$ cat config.mk
export PLATFORM = sky130hd
export DESIGN_NAME = interrupt_sequencer
export DESIGN_NICKNAME = d
export VERILOG_FILES = /design/src/rtl/proc_pkg.sv /design/src/rtl/irq_priority_encoder.sv /design/src/rtl/interrupt_sequencer.sv
export SDC_FILE = /design/constraint.sdc
export NUM_CORES = 1
export LEC_CHECK = 0
export ABC_CLOCK_PERIOD_IN_PS = 1100
export CAP_MARGIN = 0
export CORE_MARGIN = 3
export CORE_UTILIZATION = 37
export DETAILED_ROUTE_END_ITERATION = 10
export PLACE_DENSITY = 0.71
export SLEW_MARGIN = 20
export SYNTH_ARGS = -nofsm -noshare
export SYNTH_HDL_FRONTEND = slang
export SYNTH_SLANG_ARGS = --single-unit
$ cat constraint.sdc
create_clock -name clk -period 1.1 [get_ports clk]
set_input_delay 0.22 -clock clk [delete_from_list [all_inputs] [get_ports clk]]
set_output_delay 0.22 -clock clk [all_outputs]
set_load 0.03 [all_outputs]
$ cat src/rtl/proc_pkg.sv
// Shared processor definitions: program-counter width, decoded opcodes and the
// interrupt-sequencer FSM state encoding.
package proc_pkg;

  localparam int PC_ADDR_W = 16;

  localparam logic [5:0] OPC_NOP  = 6'b000000;
  localparam logic [5:0] OPC_LOAD = 6'b000001;
  localparam logic [5:0] OPC_JMP  = 6'b010000;
  localparam logic [5:0] OPC_CALL = 6'b010001;
  localparam logic [5:0] OPC_RET  = 6'b010010;
  localparam logic [5:0] OPC_RETI = 6'b011110;

  typedef enum logic [1:0] {
    ST_IDLE    = 2'd0,
    ST_GRANT   = 2'd1,
    ST_SERVICE = 2'd2
  } irq_state_t;

  // Index width that stays legal for a single-source configuration.
  function automatic int idx_width(input int n);
    return (n > 1) ? $clog2(n) : 1;
  endfunction

endpackage

$ cat src/rtl/irq_priority_encoder.sv
// Fixed-priority encoder: the lowest set bit of the eligible vector wins and is
// reported both as a binary index and as a one-hot grant.
module irq_priority_encoder
  import proc_pkg::*;
#(
  parameter int N_SRC = 4,
  parameter int IDX_W = idx_width(N_SRC)
) (
  input  logic [N_SRC-1:0] eligible,
  output logic             valid,
  output logic [IDX_W-1:0] index,
  output logic [N_SRC-1:0] grant
);

  // Scanning from the top down lets the lowest index overwrite, giving it priority.
  always_comb begin
    valid = 1'b0;
    index = '0;
    grant = '0;
    for (int i = N_SRC - 1; i >= 0; i--) begin
      if (eligible[i]) begin
        valid    = 1'b1;
        index    = i[IDX_W-1:0];
        grant    = '0;
        grant[i] = 1'b1;
      end
    end
  end

endmodule

$ cat src/rtl/interrupt_sequencer.sv
// Interrupt sequencer: pending/mask registers, fixed-priority grant FSM, service vector
// and return address. Define NESTED_IRQ_EN for preemption with a return stack.
module interrupt_sequencer
  import proc_pkg::*;
#(
  parameter int                N_SRC         = 4,
  parameter int                ADDR_W        = PC_ADDR_W,
  parameter logic [ADDR_W-1:0] VECTOR_BASE   = 16'h0040,
  parameter logic [ADDR_W-1:0] VECTOR_STRIDE = 16'h0004,
  parameter logic [5:0]        OP_RETI       = OPC_RETI,
  parameter int                NEST_DEPTH    = 2
) (
  input  logic              clk,
  input  logic              reset,
  input  logic [N_SRC-1:0]  irq_req,
  input  logic              mask_wr,
  input  logic [N_SRC-1:0]  mask_data,
  input  logic [5:0]        op_dec,
  input  logic [ADDR_W-1:0] current_address,
  output logic              interrupt,
  output logic [ADDR_W-1:0] vector_addr,
  output logic [ADDR_W-1:0] ret_addr,
  output logic [N_SRC-1:0]  irq_ack,
  output logic              busy
);

  localparam int IDX_W = idx_width(N_SRC);

  irq_state_t        state;
  logic [N_SRC-1:0]  irq_prev;
  logic [N_SRC-1:0]  pending;
  logic [N_SRC-1:0]  mask;
  logic [N_SRC-1:0]  eligible;
  logic              enc_valid;
  logic [IDX_W-1:0]  enc_idx;
  logic [N_SRC-1:0]  enc_grant;
  logic [ADDR_W-1:0] vec_calc;

  assign eligible = pending & mask;
  assign vec_calc = VECTOR_BASE + (ADDR_W'(enc_idx) * VECTOR_STRIDE);

  irq_priority_encoder #(
    .N_SRC (N_SRC),
    .IDX_W (IDX_W)
  ) u_prio (
    .eligible (eligible),
    .valid    (enc_valid),
    .index    (enc_idx),
    .grant    (enc_grant)
  );

  // A new edge in the acknowledge cycle must survive, so the set term is ORed last.
  always_ff @(posedge clk or negedge reset) begin
    if (!reset) begin
      irq_prev <= '0;
      pending  <= '0;
      mask     <= '1;
    end else begin
      irq_prev <= irq_req;
      pending  <= (pending & ~irq_ack) | (irq_req & ~irq_prev);
      if (mask_wr) begin
        mask <= mask_data;
      end
    end
  end

`ifdef NESTED_IRQ_EN
  localparam int SP_W = $clog2(NEST_DEPTH + 1);

  logic [ADDR_W-1:0] ret_stack [NEST_DEPTH];
  logic [IDX_W-1:0]  lvl_stack [NEST_DEPTH];
  logic [SP_W-1:0]   sp;
  logic [SP_W-1:0]   sp_top;
  logic              stack_full;
  logic [IDX_W-1:0]  level;
  logic [IDX_W-1:0]  grant_idx;

  assign sp_top     = sp - SP_W'(1);
  assign stack_full = (sp == SP_W'(NEST_DEPTH));

  // RETI is honoured before a preemption request that arrives in the same cycle.
  always_ff @(posedge clk or negedge reset) begin
    if (!reset) begin
      state       <= ST_IDLE;
      interrupt   <= 1'b0;
      vector_addr <= '0;
      ret_addr    <= '0;
      irq_ack     <= '0;
      busy        <= 1'b0;
      level       <= '0;
      grant_idx   <= '0;
      sp          <= '0;
      for (int i = 0; i < NEST_DEPTH; i++) begin
        ret_stack[i] <= '0;
        lvl_stack[i] <= '0;
      end
    end else begin
      interrupt <= 1'b0;
      irq_ack   <= '0;
      case (state)
        ST_IDLE: begin
          if (enc_valid) begin
            state       <= ST_GRANT;
            interrupt   <= 1'b1;
            irq_ack     <= enc_grant;
            vector_addr <= vec_calc;
            grant_idx   <= enc_idx;
            busy        <= 1'b1;
          end
        end
        ST_GRANT: begin
          ret_addr <= current_address;
          level    <= grant_idx;
          state    <= ST_SERVICE;
        end
        ST_SERVICE: begin
          if (op_dec == OP_RETI) begin
            if (sp != '0) begin
              sp       <= sp_top;
              ret_addr <= ret_stack[sp_top];
              level    <= lvl_stack[sp_top];
            end else begin
              state <= ST_IDLE;
              busy  <= 1'b0;
            end
          end else if (enc_valid && (enc_idx < level) && !stack_full) begin
            ret_stack[sp] <= ret_addr;
            lvl_stack[sp] <= level;
            sp            <= sp + SP_W'(1);
            state         <= ST_GRANT;
            interrupt     <= 1'b1;
            irq_ack       <= enc_grant;
            vector_addr   <= vec_calc;
            grant_idx     <= enc_idx;
          end
        end
        default: state <= ST_IDLE;
      endcase
    end
  end
`else
  // Without nesting a service runs to its RETI; new requests simply wait as pending.
  always_ff @(posedge clk or negedge reset) begin
    if (!reset) begin
      state       <= ST_IDLE;
      interrupt   <= 1'b0;
      vector_addr <= '0;
      ret_addr    <= '0;
      irq_ack     <= '0;
      busy        <= 1'b0;
    end else begin
      interrupt <= 1'b0;
      irq_ack   <= '0;
      case (state)
        ST_IDLE: begin
          if (enc_valid) begin
            state       <= ST_GRANT;
            interrupt   <= 1'b1;
            irq_ack     <= enc_grant;
            vector_addr <= vec_calc;
            busy        <= 1'b1;
          end
        end
        ST_GRANT: begin
          ret_addr <= current_address;
          state    <= ST_SERVICE;
        end
        ST_SERVICE: begin
          if (op_dec == OP_RETI) begin
            state <= ST_IDLE;
            busy  <= 1'b0;
          end
        end
        default: state <= ST_IDLE;
      endcase
    end
  end
`endif

endmodule

==> results.sh, run 1 <==
export IMPL_swShare=0.3950
export IMPL_num_io_pins=71
export IMPL_status="complete, but fails checks"
export IMPL_synthArstFlopShare=1.000
export IMPL_start_util=0.3922
export IMPL_power_frac_comb=0.536
export IMPL_cts_sinks=39
export IMPL_fp_coreArea_um2=4086
export IMPL_violations="negative setup slack"
export IMPL_rsz0062_at_grt="true"
export IMPL_grt_overflow=0
export IMPL_synth_edf_count=0
export IMPL_ant_nets=0
export IMPL_post_route_min_period_ns=1.215
export IMPL_clkPwrFrac=0.128
export IMPL_dieArea_um2=5157
export IMPL_path_cells="a22o_4 -> o21a_1 -> or2_1"
export IMPL_syn_inst=118
export IMPL_hold_worst_slack_ns=0.3160
export IMPL_ys_ff_latch=39
export IMPL_cp_slowest_cell="dfrtp_1"
export IMPL_synth_ff_type="dfrtp_1"
export IMPL_fmax_mhz=822.9
export IMPL_vias=1206
export IMPL_worstPathArrival_ns=1.39
export IMPL_multi_input_area_um2=648.1
export IMPL_yosysWarnings=0
export IMPL_finalHoldViolCount=0
export IMPL_totalPowerFinal_mw=7.125
export IMPL_ir_drop_v=0.001342
export IMPL_start_kind="register"
export IMPL_grt_pass1_vias=1261
export IMPL_hold_path_class="in2async"
export IMPL_cts_root_buf="clkbuf_8"
export IMPL_die_w_um=71.82
export IMPL_antenna_found_initial=0
export IMPL_cts_clk_slew_worst_paths_ns=0.07
export IMPL_end_kind="register"
export IMPL_avgRoutedWirePerCell_um=15.56
export IMPL_port_buffers=57
export IMPL_setup_slack_ns=-0.1152
export IMPL_fin_crit_sh=1.105
export IMPL_ys_seq_area_frac=0.6120
export IMPL_crit_path_max_fanout=3
export IMPL_p_leak_nw=1.204
export IMPL_hpwlAfterDp_um=2752
export IMPL_setup_viol=19
export IMPL_seqCellArea_um2=982.2
export IMPL_clock_skew_ns=0.003588
export IMPL_avgViaCountPerCell=4.711
export IMPL_drt_pass1_iter_count=4
export IMPL_gp_congestion=0.8061
export IMPL_syn_to_final_growth_pct=58.16
export IMPL_grt_pass1_wl_um=6058
export IMPL_fin_setup_tns_ns=-0.4035
export IMPL_syn_avg_cell_area_um2=13.58
export IMPL_final_layout_size_suffix_gt1_frac=0.4709
export IMPL_grt_max_degree=23
export IMPL_p_sw_mw=2.814
export IMPL_cap_violations=0
export IMPL_fill_cells=325
export IMPL_fin_nets=238
export IMPL_ys_types=25
export IMPL_insertion_delay_ns=0.28
export IMPL_p_int_mw=4.310
export IMPL_htree_levels=2
export IMPL_grt_usage=0.1531
export IMPL_worstSetupPathType="reg2reg"
export IMPL_max_stage_delay_ns=0.42
export IMPL_core_rowCount=23
export IMPL_clock_path_buffers=2
export IMPL_n_antenna_cell=0
export IMPL_netlist_area_um2=1603
export IMPL_pre_cts_ws_ns=-0.2222
export IMPL_cts_tree="yes"
export IMPL_fp_dieH_um=71.82
export IMPL_powerDensity_nw_per_um2=2811
export IMPL_pwr_share_seq=0.336
export IMPL_drc=0
export IMPL_drt_wl_total_um=3984
export IMPL_cts_buffers=5
export IMPL_drtIter0Drc=79
export IMPL_slew_violations=0
export IMPL_required_ns=1.27
worst paths after layout:
| check | cells after the start | end | from | slack, ns |
|---|---|---|---|---|
| min in group clk | 1 | irq_prev[3] | irq_req[3] | 0.40 |
| min | 2 | irq_prev[1] | reset | 0.32 |
| max reg2reg | 3 | vector_addr[6] | pending[0] | -0.12 |
| max | 3 | vector_addr[6] | pending[0] | -0.12 |
| max in group asynchronous | 3 | mask[1] | reset | 0.31 |
| min reg2reg | 1 | pending[1] | irq_prev[1] | 0.42 |
cell usage in the layout, fill, tap and decap left out, types with 2 or more instances in the layout:
| cell type | instances |
|---|---|
| o21ai_1 | 2 |
| conb_1 | 13 |
| mux2_2 | 6 |
| dfstp_2 | 4 |
| nand2_2 | 2 |
| buf_6 | 8 |
| nand2_1 | 3 |
| o21a_1 | 2 |
| a21oi_1 | 2 |
| nor2_1 | 3 |
| clkbuf_1 | 2 |
| mux2_4 | 14 |
| inv_1 | 9 |
| nor3_2 | 2 |
| clkbuf_8 | 5 |
| dfrtp_1 | 34 |
| o22ai_1 | 4 |
| nand2_8 | 2 |
| clkdlybuf4s50_1 | 31 |
| a22o_4 | 2 |
| buf_4 | 38 |
| nand2_4 | 2 |
routing by layer:
layer,up-vias,track usage,wire length [um]
met5,-,0,0
met4,0,0.04384,110
met3,10,0.04628,254
met2,54,0.2694,2103
met1,588,0.1801,1515
li1,554,-,-
cell usage after synthesis (2+ instances only):
master,number,area (um^2)
dfstp_2,4,105.1
o21ai_0,2,10.01
nor2_1,4,15.01
buf_4,13,97.59
nand2_1,6,22.52
a21oi_1,3,15.01
nor3_1,2,10.01
nand3_1,2,10.01
mux2_4,9,135.1
o22ai_1,4,25.02
o21a_1,2,15.01
inv_1,10,37.54
mux2_2,11,123.9
dfrtp_1,35,875.8
cell families after synthesis:
kind of cell	after synthesis	share of synthesized area
flip-flops	39	0.6120
buffers and inverters	24	0.09367
multiplexers	20	0.1616
AND/OR/NAND/NOR	18	0.05699
AO/OA/AOI/OAI	16	0.07338
other	1	0.002340
final cells by class:
class	instances	area share
Clock buffer	7	0.03011
Clock inverter	1	0.001974
Inverter	10	0.01579
Multi-Input combinational cell	69	0.2557
Sequential cell	39	0.3875
Tap cell	50	0.02468
Timing Repair Buffer	80	0.2843
power groups by stage:
stage | sequential, mW | clock [mW] | combinational, mW
after floorplan | 3.09 | 0 | 1.15
after global placement | 2.29 | 0 | 3.02
after detailed placement | 2.33 | 0 | 3.09
after CTS | 2.35 | 0.936 | 3.33
after global routing | 2.46 | 0.998 | 4.03
final | 2.39 | 0.912 | 3.82
critical path: cells and delay by family (launching register included):
kind            cells  cell delay, ns
compound gates      2            0.48
flops               1            0.42
simple gates        1            0.21
stage by stage:
step	instances	utilization	cell area, um^2
2_1_floorplan	130	-	1648
3_3_place_gp	236	0.5410	2211
5_1_grt	256	0.6203	2535
4_1_cts	250	0.5790	2366
3_5_place_dp	236	0.5410	2211
6_report	256	0.6203	2535
sequential cells by signal, summed over array words and instances (netlist names):
signal and flops:
irq_ack 4, ret_addr 16, irq_prev 4, state 2, mask 4, pending 4, busy 1, interrupt 1
vector_addr 3
timing repair:
action,in CTS,in global routing
gates resized for setup,6,28
hold buffers,1,0
hold endpoints to repair,7,0
cloned,1,1
setup endpoints to repair,19,27
buffers inserted,4,5
pin swaps,4,10
No activity file was read; power rests on OpenSTA's default activity.
==> inputs of run 2 (changes only) <==
Settings changed: ABC_CLOCK_PERIOD_IN_PS 1100 to unset.
==> results of run 2 <==
Same layout as run 1: the final DEF is identical, and so are final timing and power.
